==> src/rtl/cla_chunked_subtractor_if.sv <==
// Operand/result handshake bundle for the chunked CLA subtractor.
// The master side drives operands and accepts results; the slave side is the subtractor.
interface cla_chunked_subtractor_if #(
  parameter int N = 16
);
  logic         in_valid;
  logic         in_ready;
  logic [N-1:0] A;
  logic [N-1:0] B;
  logic         Bin;
  logic         out_valid;
  logic         out_ready;
  logic [N-1:0] Diff;
  logic         Bout;
  logic         overflow;

  modport master (
    output in_valid, A, B, Bin, out_ready,
    input  in_ready, out_valid, Diff, Bout, overflow
  );

  modport slave (
    input  in_valid, A, B, Bin, out_ready,
    output in_ready, out_valid, Diff, Bout, overflow
  );
endinterface

==> src/rtl/cla_chunked_subtractor.sv <==
// Multi-cycle subtractor: Diff = A - B - Bin, computed as A + ~B + ~Bin,
// one W-bit carry-lookahead slice per cycle, LSB slice first.
//
// state | meaning
// IDLE  | ready for operands, in_ready=1
// BUSY  | processing one slice per cycle, carry held between slices
// DONE  | result valid and held until out_ready
module cla_chunked_subtractor #(
  parameter int N = 16,
  parameter int W = 4
) (
  input  logic                   clk,
  input  logic                   reset_n,
  cla_chunked_subtractor_if.slave bus
);
  localparam int SLICES = N / W;
  localparam int CW     = (SLICES > 1) ? $clog2(SLICES) : 1;

  typedef enum logic [1:0] {IDLE, BUSY, DONE} state_t;

  state_t        state;
  logic [N-1:0]  a_q;
  logic [N-1:0]  nb_q;
  logic          carry_q;
  logic [CW-1:0] cnt;
  logic [N-1:0]  diff_q;
  logic          bout_q;
  logic          ovf_q;
  logic          out_valid_q;

  logic [W-1:0]  a_sl;
  logic [W-1:0]  b_sl;
  logic [W-1:0]  g;
  logic [W-1:0]  p;
  logic [W:0]    c;
  logic [W-1:0]  s;
  logic          prod;
  logic          last;

  // Each carry is a flat OR of generate terms masked by propagate chains,
  // so the slice depth does not grow with ripple through W bits.
  always_comb begin
    a_sl = a_q[cnt*W +: W];
    b_sl = nb_q[cnt*W +: W];
    g    = a_sl & b_sl;
    p    = a_sl ^ b_sl;
    c    = '0;
    prod = 1'b0;
    c[0] = carry_q;
    for (int i = 0; i < W; i++) begin
      c[i+1] = g[i];
      prod   = p[i];
      for (int j = i - 1; j >= 0; j--) begin
        c[i+1] = c[i+1] | (prod & g[j]);
        prod   = prod & p[j];
      end
      c[i+1] = c[i+1] | (prod & carry_q);
    end
    s = p ^ c[W-1:0];
  end

  assign last = (cnt == CW'(SLICES - 1));

  always_ff @(posedge clk) begin
    if (!reset_n) begin
      state       <= IDLE;
      a_q         <= '0;
      nb_q        <= '0;
      carry_q     <= 1'b0;
      cnt         <= '0;
      diff_q      <= '0;
      bout_q      <= 1'b0;
      ovf_q       <= 1'b0;
      out_valid_q <= 1'b0;
    end else begin
      case (state)
        IDLE: begin
          if (bus.in_valid) begin
            a_q     <= bus.A;
            nb_q    <= ~bus.B;
            carry_q <= ~bus.Bin;
            cnt     <= '0;
            state   <= BUSY;
          end
        end
        BUSY: begin
          diff_q[cnt*W +: W] <= s;
          carry_q            <= c[W];
          cnt                <= cnt + CW'(1);
          if (last) begin
            bout_q      <= ~c[W];
            // Operand signs differ (A msb equals inverted-B msb) and result sign left A's sign
            ovf_q       <= (a_q[N-1] == nb_q[N-1]) && (s[W-1] != a_q[N-1]);
            out_valid_q <= 1'b1;
            cnt         <= '0;
            state       <= DONE;
          end
        end
        DONE: begin
          if (bus.out_ready) begin
            out_valid_q <= 1'b0;
            state       <= IDLE;
          end
        end
        default: state <= IDLE;
      endcase
    end
  end

  assign bus.in_ready  = reset_n && (state == IDLE);
  assign bus.out_valid = out_valid_q;
  assign bus.Diff      = diff_q;
  assign bus.Bout      = bout_q;
  assign bus.overflow  = ovf_q;
endmodule

==> src/flat_wrapper.sv <==
// flat-port wrapper written by rule: the top's interface ports become plain ports
module cla_chunked_subtractor_flat 
#(
  parameter int N = 16,
  parameter int W = 4
)
  (clk, reset_n, bus_in_valid, bus_A, bus_B, bus_Bin, bus_out_ready, bus_in_ready, bus_out_valid, bus_Diff, bus_Bout, bus_overflow);
  cla_chunked_subtractor_if #(.N(N)) bus_i ();
  input  logic clk;
  input  logic reset_n;
  input wire logic [$bits(bus_i.in_valid)-1:0] bus_in_valid;
  input wire logic [$bits(bus_i.A)-1:0] bus_A;
  input wire logic [$bits(bus_i.B)-1:0] bus_B;
  input wire logic [$bits(bus_i.Bin)-1:0] bus_Bin;
  input wire logic [$bits(bus_i.out_ready)-1:0] bus_out_ready;
  output wire logic [$bits(bus_i.in_ready)-1:0] bus_in_ready;
  output wire logic [$bits(bus_i.out_valid)-1:0] bus_out_valid;
  output wire logic [$bits(bus_i.Diff)-1:0] bus_Diff;
  output wire logic [$bits(bus_i.Bout)-1:0] bus_Bout;
  output wire logic [$bits(bus_i.overflow)-1:0] bus_overflow;
  assign bus_i.in_valid = bus_in_valid;
  assign bus_i.A = bus_A;
  assign bus_i.B = bus_B;
  assign bus_i.Bin = bus_Bin;
  assign bus_i.out_ready = bus_out_ready;
  assign bus_in_ready = bus_i.in_ready;
  assign bus_out_valid = bus_i.out_valid;
  assign bus_Diff = bus_i.Diff;
  assign bus_Bout = bus_i.Bout;
  assign bus_overflow = bus_i.overflow;
  cla_chunked_subtractor #(.N(N), .W(W)) u_core (.clk(clk), .reset_n(reset_n), .bus(bus_i));
endmodule
==> config.mk <==
export PLATFORM = sky130hd
export DESIGN_NAME = cla_chunked_subtractor_flat
export DESIGN_NICKNAME = d
export VERILOG_FILES = /design/src/rtl/cla_chunked_subtractor_if.sv /design/src/rtl/cla_chunked_subtractor.sv /design/src/flat_wrapper.sv
export SDC_FILE = /design/constraint.sdc
export NUM_CORES = 1
export LEC_CHECK = 0
export BUFFER_PORTS_ARGS = -buffer_cell sky130_fd_sc_hd__buf_2
export CAP_MARGIN = 20
export CORE_MARGIN = 5
export CORE_UTILIZATION = 45
export CTS_BUF_LIST = sky130_fd_sc_hd__clkbuf_4 sky130_fd_sc_hd__clkbuf_8
export CTS_CLUSTER_DIAMETER = 80
export DETAILED_ROUTE_END_ITERATION = 8
export PLACE_DENSITY = 0.68
export SYNTH_ARGS = -nofsm -noshare
export SYNTH_HDL_FRONTEND = slang
export SYNTH_SLANG_ARGS = --single-unit
==> constraint.sdc <==
create_clock -name clk -period 3.4 [get_ports clk]
set_input_delay 0.68 -clock clk [delete_from_list [all_inputs] [get_ports clk]]
set_output_delay 0.68 -clock clk [all_outputs]
set_load 0.1 [all_outputs]
==> results of run 1 <==
worst max path at each step:
stage / end / slack, ps
after floorplan: bus_in_ready / 770
after global placement: u_core.bus.overflow$_SDFFE_PN0P_ / 740
after detailed placement: u_core.bus.overflow$_SDFFE_PN0P_ / 680
after CTS: u_core.bus.overflow$_SDFFE_PN0P_ / 630
after global routing: u_core.bus.overflow$_SDFFE_PN0P_ / 470
final: u_core.bus.overflow$_SDFFE_PN0P_ / 690
cell families after synthesis:
family	count (synthesis)	share of synthesized area, %
AND/OR/NAND/NOR	101	21.3
AO/OA/AOI/OAI	70	20.3
flip-flops	56	41.5
buffers and inverters	22	4.03
adder cells (fa/ha/maj)	12	5.84
multiplexers	8	6.68
XOR/XNOR	1	0.325
cell usage in the layout, fill, tap and decap left out, types with 2 or more instances in the layout:
cell,synthesis,final
a21oi_1,3,3
nor2b_1,14,14
a21boi_1,20,20
a31oi_1,3,3
nand4_1,6,6
nand3b_4,2,2
dfxtp_1,56,56
nor4_4,2,2
buf_2,6,56
inv_2,2,2
nand3b_2,2,2
a22oi_1,8,8
a211oi_1,2,2
inv_1,3,3
a32oi_1,4,4
mux4_2,8,8
a21o_1,2,2
o21ai_0,5,5
and2_1,4,4
nand2_1,56,56
nor2_1,6,6
o211a_1,16,16
ha_1,11,11
clkbuf_8,0,6
buf_4,5,3
power by group:
part | total, uW | leakage (uW) | switching, uW | internal [uW]
logic | 240 | 0.000956 | 143 | 96.9
registers | 718 | 0.000458 | 28.2 | 690
clock network | 382 | 0.0000516 | 215 | 167
total | 1340 | 0.00147 | 386 | 954
stage by stage:
| step | utilization [%] | total power, uW | hold WS, ps |
|---|---|---|---|
| 4_1_cts | 52.7 | 1360 | 457 |
| 3_5_place_dp | 51.1 | 974 | 445 |
| 6_report | 52.7 | 1340 | 452 |
| 3_3_place_gp | 51.1 | 970 | 439 |
| 5_1_grt | 52.7 | 1400 | 479 |
| 2_1_floorplan | - | 914 | 432 |
critical path: stages, from the launching register on:
cell     delay (ps)
dfxtp_1         650
buf_4           280
mux4_2          530
ha_1            360
o21ai_0         120
o21ai_1         370
a31o_2          220
a31oi_1          70
routing by layer:
layer / GRT usage, % / vias to the layer above
met3: 3.31 / 4
met1: 20.7 / 1012
met5: 0 / -
met2: 24.8 / 65
met4: 4.04 / 0
li1: - / 1061
registers in the layout, summed over array words and instances (netlist names):
| signal | flops |
|---|---|
| u_core.carry_q | 1 |
| u_core.bus.Diff | 16 |
| u_core.cnt | 2 |
| u_core.a_q | 16 |
| u_core.bus.Bout | 1 |
| u_core.bus.out_valid | 1 |
| u_core.nb_q | 16 |
| u_core.state | 2 |
| u_core.bus.overflow | 1 |
layout make-up:
type | count | area (um2) | area share [%]
multi-input combinational | 192 | 1470 | 47.4
sequential | 56 | 1120 | 36.1
timing repair buffer | 59 | 303 | 9.76
tap | 75 | 93.8 | 3.03
clock buffer | 6 | 82.6 | 2.66
inverter | 5 | 18.8 | 0.605
clock inverter | 2 | 13.8 | 0.444
==> results.md, run 1 <==
* CTS tree: yes
* Final Cell Area at roughly 3100 um2
* Io pins at 57
* Non-Filler Instances at 395
* WS Path Type: reg2reg
* Ys flop type: dfxtp_1
* DIE WIDTH at around 90 um
* CP Launch Type: register
* Worst clock skew at roughly 5.1 ps
* Routed length on met3 at 340 um
* Endpoint, Worst Hold: u_core.bus.Diff[7]$_SDFFE_PN0P_
* Vias at 2142
* Routed vias/inst at approximately 5.4
* Syn_nets at about 320
* H-tree Lvls at 2
* Setup crit start: u_core.cnt[0]$_SDFFE_PN0P_
* Post_cts resized at 0
* Worst hold path depth at 2
* Status: complete, no violations
* Final setup violation count at 0
* Setup WS pre-CTS at around 680 ps
* Aggregate global-route resource usage at 15.3%
* Max transition margin at between 60% and 70%
* Synth unique cells at 43
* Initial antenna violation count at 0
* DP Wirelength at ~4200 um
* WL/cell at about 15 um
* Worst Path Required at 3590 ps
* Fmax at approximately 370 MHz
* Worst-Margin Slew at 565 ps
* Die Span Y at 87.4 um
* Lkg Pwr at 0.00147 uW
* Hold Crit Start: u_core.bus.Diff[7]$_SDFFE_PN0P_
* Largest net degree at the start of global routing at between 50 and 60
* Placed insts at 387
* Cells after Synth at 270
* DRT Wirelength at between 5000 and 6000 um
* FP Rows at 28
* Root Driver: clkbuf_8
* Met2 wire len at about 2600 um
* Final period util at about four fifths
* CTS Buffer Depth at 2
* Initial Util at 45.9%
* Synth top area share at around two fifths
* Number of global-route vias before repair at about 2000
* Fill count at between 500 and 600
* Wl on met1 at around 2700 um
* Seq/Total Area, Yosys at between 40 and 50%
* FF+latch count, synth at 56
* Hold-fix buffers at CTS at 0
* Drt pass-1 iters at 4
* RR Endpoint: u_core.bus.overflow$_SDFFE_PN0P_
* Clock sink count at 56
* First-pass GRT wire length at between 9000 and 10000 um
* Element type at the critical path end: register
* Syn. warnings at 0
* Top Layer Used: met4
* Cell area after synthesis at around 2700 um2
* Antenna cells at 0
* Clock Latency Late Sink at approximately 300 ps
* Worst r2r src: u_core.cnt[0]$_SDFFE_PN0P_
* Number of port buffers at 56
* Post-CTS setup buffer count at 0
* Syn_area_per_cell at about 10 um2
* Hold Path Class: reg2reg
* Post-layout minimum cycle time at between 2000 and 3000 ps
* Hold Vio Cnt, Final at 0
* RSZ-0062 raised after global routing: false
* EDFF count, synth at 0
* Routability cong. at about 0.85
* Worst path arrival time at just under 3000 ps
* Remaining Overflow, GRT at 0
* CTS buffer count at 5
* Share of cells above drive strength 1 at around 28%
* Fin Setup TNS at 0 ps
* DR iter-0 viols at between 100 and 150
* Power Density at around 430 nW/um2
* Final Net Count at 368
* Antenna Nets Post-Route at 0
* Ys async rst share at 0%
* DRC at 0
* Top cells by count, synth: dfxtp_1, nand2_1, a21boi_1
* Core Box Area at just under 6000 um2
* Max-cap viol count at 0
* Clk slew on worst S/H paths at roughly 100 ps
* Syn-to-layout area delta at 14.9%
* CP max FO at 9
* Final Max Slew Viols at 0
* VDD IR-drop max at 0.219 mV
* Reg2Reg Setup Slack at ~690 ps
* Dpl cell area at approximately 3000 um2
* Die ar. at ~7600 um2
* Final setup margin at just under 700 ps
* Largest area contributor in the netlist: dfxtp_1
* R2R depth at 7
* Main area contributors after synthesis: dfxtp_1, nand2_1, mux4_2
Note: power is estimated with default switching activity, not from simulation.
==> run 2: changes to the inputs <==
- ABC_AREA: not set -> 1
- clock period: 3.4 -> 2.5 ns (I/O delays scaled with it)
==> run 2 against run 1 <==
  * Global-route usage up 1.4 points
  * Largest cell class unchanged
  * Largest power group unchanged
  * Fmax up 18%
  * Sequential share of layout area up 1.3 points
==> results.md, run 2 <==
* Buffers plus inverters on the worst setup path at 1 (unchanged)
* Worst r2r src: u_core.cnt[0]$_SDFFE_PN0P_ (unchanged)
* Cell area after synthesis at 2490 um2 (was 2700 um2)
* Largest area contributor in the netlist: dfxtp_1 (unchanged)
* CP max FO at 24 (was 9)
* Endpoint, Worst Hold: u_core.nb_q[6]$_SDFFE_PN0P_ (was u_core.bus.Diff[7]$_SDFFE_PN0P_)
* Reg2Reg Setup Slack at 200 ps (was 690 ps)
* Element type at the critical path end: register (unchanged)
* Worst Path Required at 2740 ps (was 3590 ps)
* H-tree Lvls at 2 (unchanged)
* Commonest cells after routing, fill and taps aside: nor2_1, buf_2, dfxtp_1 (was nand2_1, buf_2, dfxtp_1)
* Post-route core utilization at 55.2% (was 52.7%)
* RSZ-0062 raised after global routing: false (unchanged)
* Top cells by count, synth: nor2_1, dfxtp_1, o21ai_0 (was dfxtp_1, nand2_1, a21boi_1)
* DRC at 0 (unchanged)
* Syn_nets at 376 (was 319)
* Dpl cell area at 2850 um2 (was 3010 um2)
* Die Span Y at 84.3 um (was 87.4 um)
* CTS buffer count at 5 (unchanged)
* Worst-Margin Slew at 490 ps (was 565 ps)
* RR Endpoint: u_core.bus.Diff[15]$_SDFFE_PN0P_ (was u_core.bus.overflow$_SDFFE_PN0P_)
* Largest net degree at the start of global routing at 37 (was 57)
* VDD IR-drop max at 0.300 mV (was 0.219 mV)
* Met1 Use GR at 18.7% (was 20.7%)
* Drt pass-1 iters at 4 (unchanged)
* Synth unique cells at 25 (was 43)
* Io pins at 57 (unchanged)
* Root Driver: clkbuf_8 (unchanged)
* Worst hold path depth at 2 (unchanged)
* Grt peak-use layer: met2 (unchanged)
* Worst clock skew at 3.47 ps (was 5.08 ps)
* WL/cell at 13.3 um (was 14.5 um)
* Final Cell Area at 3000 um2 (was 3100 um2)
* Final setup violation count at 0 (unchanged)
* Antenna cells at 0 (unchanged)
* Most common library cell in the layout ignoring fill and taps: nor2_1
* Max transition margin at 67.5% (was 62.3%)
* Worst path arrival time at 2540 ps (was 2890 ps)
* Largest stage delay, worst path at 450 ps (was 650 ps)
* Post-layout minimum cycle time at 2300 ps (was 2710 ps)
* CTS tree: yes (unchanged)
* Final Net Count at 433 (was 368)
* PnR Total Power at 1960 uW (was 1340 uW)
* CTS Buffer Depth at 2 (unchanged)
* DP Wirelength at 4370 um (was 4250 um)
* Status: complete, no violations (unchanged)
* Syn_area_per_cell at 7.60 um2 (was 10.0 um2)
* Dominant cell by count in the synthesized netlist: nor2_1
* Crit-path slowest cell: dfxtp_2 (was dfxtp_1)
* R2R depth at 13 (was 7)
* Power Density at 652 nW/um2 (was 432 nW/um2)
* Fin Setup TNS at 0 ps (unchanged)
* Clock Latency Late Sink at 310 ps (was 300 ps)
* Cells after Synth at 327 (was 270)
* Aggregate global-route resource usage at 16.7% (was 15.3%)
* Met3 Use GR at 4.02% (was 3.31%)
* Final period util at 92.0% (was 79.6%)
* Hold Crit Start: bus_B[6] (was u_core.bus.Diff[7]$_SDFFE_PN0P_)
* Number of port buffers at 56 (unchanged)
* Syn. warnings at 0 (unchanged)
* Fill count at 533 (was 590)
* Ys flop type: dfxtp_1 (unchanged)
* Number of global-route vias before repair at 2254 (was 1980)
* Hold_ws at 351 ps (was 452 ps)
* Crit path top cell by count: nand2_1
* Antenna Nets Post-Route at 0 (unchanged)
* First-pass GRT wire length at 9820 um (was 9290 um)
* Share of cells above drive strength 1 at 23.7% (was 28.1%)
* Remaining Overflow, GRT at 0 (unchanged)
* Vias at 2347 (was 2142)
* Hold Path Class: in2reg (was reg2reg)
* Initial antenna violation count at 0 (unchanged)
* Family with the most delay on the worst path: simple AND/OR/NAND/NOR gates (was compound AO/OA/AOI/OAI gates)
* Met2 Use GR at 30.6% (was 24.8%)
* Clock sink count at 56 (unchanged)
* WS Path Type: reg2reg (unchanged)
* Hold Vio Cnt, Final at 0 (unchanged)
* Seq/Total Area, Yosys at 45.1% (was 41.5%)
* FF+latch count, synth at 56 (unchanged)
* FP Rows at 27 (was 28)
* Ys async rst share at 0% (unchanged)
* EDFF count, synth at 0 (unchanged)
* Fmax at 435 MHz (was 370 MHz)
* DRT Wirelength at 6080 um (was 5740 um)
* CP Launch Type: register (unchanged)
* DIE WIDTH at 84.3 um (was 87.4 um)
* Syn-to-layout area delta at 20.8% (was 14.9%)
* CP Cell Sequence: buf_6 > o21ai_0 > o22ai_1 > ha_1 > nand2_1 > nand2_1 > nor2_1 > nand2_1 > nand2_1 > nand3_1 > nor2_1 > nand2_1 > a21oi_1 (was buf_4 > mux4_2 > ha_1 > o21ai_0 > o21ai_1 > a31o_2 > a31oi_1)
* Core Box Area at 5440 um2 (was 5890 um2)
* Die ar. at 7110 um2 (was 7650 um2)
* Main area contributors after synthesis: dfxtp_1, o21ai_0, nor2_1 (was dfxtp_1, nand2_1, mux4_2)
* Routability cong. at 0.856 (was 0.855)
* Final Max Slew Viols at 0 (unchanged)
* Routed vias/inst at 5.15 (was 5.42)
* Synth top area share at 45.1% (was 41.5%)
* Lkg Pwr at 0.00132 uW (was 0.00147 uW)
* Clk slew on worst S/H paths at 90 ps (was 100 ps)
* Initial Util at 45.7% (was 45.9%)
* DR iter-0 viols at 70 (was 110)
* Max-cap viol count at 0 (unchanged)
[run 2: cell count changes after synthesis, moves of 14 or more]
cell      change
a21boi_1     -20
nor2_1       +54
o211a_1      -16
a21oi_1      +33
o21ai_0      +46
nand2_1      -15
nor2b_1      -14
[run 2: worst max path at each step]
stage | startpoint | endpoint | slack (ps) | cells after the start
detailed placement | u_core.cnt[0]$_SDFFE_PN0P_ | u_core.bus.Diff[14]$_SDFFE_PN0P_ | 150 | 9
global route | u_core.cnt[0]$_SDFFE_PN0P_ | u_core.bus.Diff[15]$_SDFFE_PN0P_ | 20 | 13
finish | u_core.cnt[0]$_SDFFE_PN0P_ | u_core.bus.Diff[15]$_SDFFE_PN0P_ | 200 | 13
global placement | u_core.cnt[0]$_SDFFE_PN0P_ | u_core.bus.Diff[14]$_SDFFE_PN0P_ | 230 | 9
floorplan | reset_n | bus_in_ready | 10 | 3
CTS | u_core.cnt[0]$_SDFFE_PN0P_ | u_core.bus.Diff[14]$_SDFFE_PN0P_ | 130 | 9
[run 2: area by class of cell]
type                       instances  area [um2]  share of cell area, %
clock buffer                       7        96.3                   3.21
inverter                          16        67.6                   2.25
multi-input combinational        238        1250                   41.5
sequential                        56        1120                   37.4
tap                               72        90.1                   3.00
timing repair buffer              65         364                   12.1
timing repair inverter             2        15.0                  0.500
[run 2: layer usage]
layer | part of all wire [%] | vias up
met5 | 0 | -
met4 | 2.2 | 0
met3 | 5.3 | 13
met2 | 50 | 54
met1 | 43 | 1074
li1 | - | 1206
[run 2: stage by stage]
step | cells | worst slack, ps
global route | 456 | 21.5
global placement | 445 | 230
detailed placement | 445 | 150
CTS | 452 | 130
floorplan | 327 | 11.5
finish | 456 | 199
[run 2: timing repair]
item	CTS	global route
endpoints found under the setup margin	0	11
hold buffers	0	0
buffers inserted	0	2
gates resized for setup	0	9
[run 2: kinds of logic (layout without fill, tap and decap cells)]
group | after synthesis | count (layout) | synth area share, %
and+or+nand+nor | 124 | 124 | 21.3
AOI/OAI and AO/OA | 100 | 100 | 21.0
DFF | 56 | 56 | 45.1
buffers and inverters | 33 | 90 | 5.49
adders and majority gates | 12 | 12 | 6.34
xor gates and xnor gates | 2 | 2 | 0.705
[run 2: report_power, final]
part | total (uW) | switching, uW | internal, uW
clock network | 521 | 274 | 247
logic | 452 | 300 | 152
registers | 986 | 38.6 | 947
==> run 3: changes to the inputs <==
- clock period: 2.5 -> 2.9 ns (I/O delays scaled with it)
==> run 3 against run 2 <==
  * Sequential share of layout area up 1.1 points
  * Critical path depth stayed put
  * Global-route usage is 0.061 points lower
  * Routed wire length shrank 4.0%
  * Cell count shrank 1.5%
  * Die area unchanged
  * Critical path type unchanged
==> results.md, run 3 (same netlist as run 2, synthesis figures left out) <==
* Status: complete, no violations (unchanged)
* Worst path arrival time at 2710 ps (was 2540 ps)
* Final setup violation count at 0 (unchanged)
* Dpl cell area at 2820 um2 (was 2850 um2)
* Max transition margin at 55.0% (was 67.5%)
* Final Max Slew Viols at 0 (unchanged)
* Post_cts resized at 0 (unchanged)
* Final period util at 85.2% (was 92.0%)
* Worst-Margin Slew at 673 ps (was 490 ps)
* DP Wirelength at 4260 um (was 4370 um)
* DIE WIDTH at 84.3 um (unchanged)
* Clock Latency Late Sink at 310 ps (about the same)
* Hold-fix buffers at CTS at 0 (unchanged)
* DRC at 0 (unchanged)
* Commonest cells after routing, fill and taps aside: nor2_1, buf_2, dfxtp_1 (unchanged)
* CTS Buffer Depth at 2 (unchanged)
* Fill count at 574 (was 533)
* Element type at the critical path end: register (unchanged)
* Most common library cell in the layout ignoring fill and taps: nor2_1 (unchanged)
* DR iter-0 viols at 97 (was 70)
* Root Driver: clkbuf_8 (unchanged)
* Initial antenna violation count at 0 (unchanged)
* Worst clock skew at 9.84 ps (was 3.47 ps)
* Worst hold path depth at 2 (unchanged)
* Number of global-route vias before repair at 2244 (was 2254)
* Worst Path Required at 3140 ps (was 2740 ps)
* Hold Path Class: in2reg (unchanged)
* FP Rows at 27 (unchanged)
* Final Net Count at 426 (was 433)
* VDD IR-drop max at 0.257 mV (was 0.300 mV)
* Fmax at 405 MHz (was 435 MHz)
* Antenna Nets Post-Route at 0 (unchanged)
* Number of port buffers at 56 (unchanged)
* CP max FO at 13 (was 24)
* Core Box Area at 5440 um2 (unchanged)
* Hold Vio Cnt, Final at 0 (unchanged)
* Antenna cells at 0 (unchanged)
* First-pass GRT wire length at 9800 um (was 9820 um)
* Non-Filler Instances at 449 (was 456)
* Die Span Y at 84.3 um (unchanged)
* Routability cong. at 0.846 (was 0.856)
* DRT Wirelength at 5840 um (was 6080 um)
* Largest net degree at the start of global routing at 50 (was 37)
* Share of cells above drive strength 1 at 20.7% (was 23.7%)
* Fin Setup TNS at 0 ps (unchanged)
* H-tree Lvls at 2 (unchanged)
* Placed insts at 442 (was 445)
* Clock sink count at 56 (unchanged)
* Lkg Pwr at 0.00129 uW (was 0.00132 uW)
* WL/cell at 13.0 um (was 13.3 um)
* CTS tree: yes (unchanged)
* Routed vias/inst at 5.10 (was 5.15)
* Final Cell Area at 2910 um2 (was 3000 um2)
* R2R depth at 13 (unchanged)
* Hold_ws at 430 ps (was 351 ps)
* RSZ-0062 raised after global routing: false (unchanged)
* Post-route core utilization at 53.5% (was 55.2%)
* CTS buffer count at 5 (unchanged)
* Die ar. at 7110 um2 (unchanged)
* Aggregate global-route resource usage at 16.7% (about the same)
* Clk slew on worst S/H paths at 100 ps (was 90 ps)
* WS Path Type: reg2reg (unchanged)
* Io pins at 57 (unchanged)
* Post-CTS setup buffer count at 0 (unchanged)
* Vias at 2289 (was 2347)
* Post-layout minimum cycle time at 2470 ps (was 2300 ps)
* Syn-to-layout area delta at 17.1% (was 20.8%)
* Initial Util at 45.7% (unchanged)
* Remaining Overflow, GRT at 0 (unchanged)
* Max-cap viol count at 0 (unchanged)
* Power Density at 573 nW/um2 (was 652 nW/um2)
* CP Launch Type: register (unchanged)
* Drt pass-1 iters at 4 (unchanged)
## run 3: per-layer routing
layer,wire length (um),GRT usage [%],up-vias
li1,-,-,1186
met1,2580,20.4,1015
met2,2790,28.3,75
met3,350,4.61,13
met4,116,5.61,0
met5,0,0,-
## run 3: power breakdown
part	internal [uW]	switching, uW	leakage [uW]	total (uW)
Combinational	118	248	0.000782	366
Sequential	816	30.5	0.000460	847
Clock	213	243	0.0000503	456
Total	1150	522	0.00129	1670
## run 3: path summary, 6_finish.rpt
kind,startpoint,to,slack [ps]
max,u_core.cnt[1]$_SDFFE_PN0P_,u_core.bus.Diff[7]$_SDFFE_PN0P_,430
min,bus_B[4],u_core.nb_q[4]$_SDFFE_PN0P_,430
max reg2reg,u_core.cnt[1]$_SDFFE_PN0P_,u_core.bus.Diff[7]$_SDFFE_PN0P_,430
min reg2reg,u_core.bus.out_valid$_SDFFE_PN0P_,u_core.bus.out_valid$_SDFFE_PN0P_,470
## run 3: through the flow
stage | power (uW) | setup slack [ps]
2_1_floorplan | 1130 | 251
3_3_place_gp | 1220 | 577
3_5_place_dp | 1230 | 489
4_1_cts | 1680 | 426
5_1_grt | 1760 | 176
6_report | 1670 | 429
## run 3: worst max-delay path, stage by stage, from the launching register on
cell and delay (ps):
dfxtp_1 570, inv_1 260, o21ai_0 150, o22ai_1 110, ha_1 360, nand2_1 100
nand2_1 50, nor2_1 160, nand2_1 70, nand2_1 90, nand3_1 70, nor2_1 180
nand2_1 80, a21oi_1 140
## run 3: area by class of cell
class | count | area [um2] | share of cell area (%)
clock buffer | 7 | 96.3 | 3.31
inverter | 16 | 60.1 | 2.06
sequential | 56 | 1120 | 38.5
tap | 72 | 90.1 | 3.09
timing repair buffer | 60 | 310 | 10.7
multi-input combinational | 238 | 1230 | 42.4
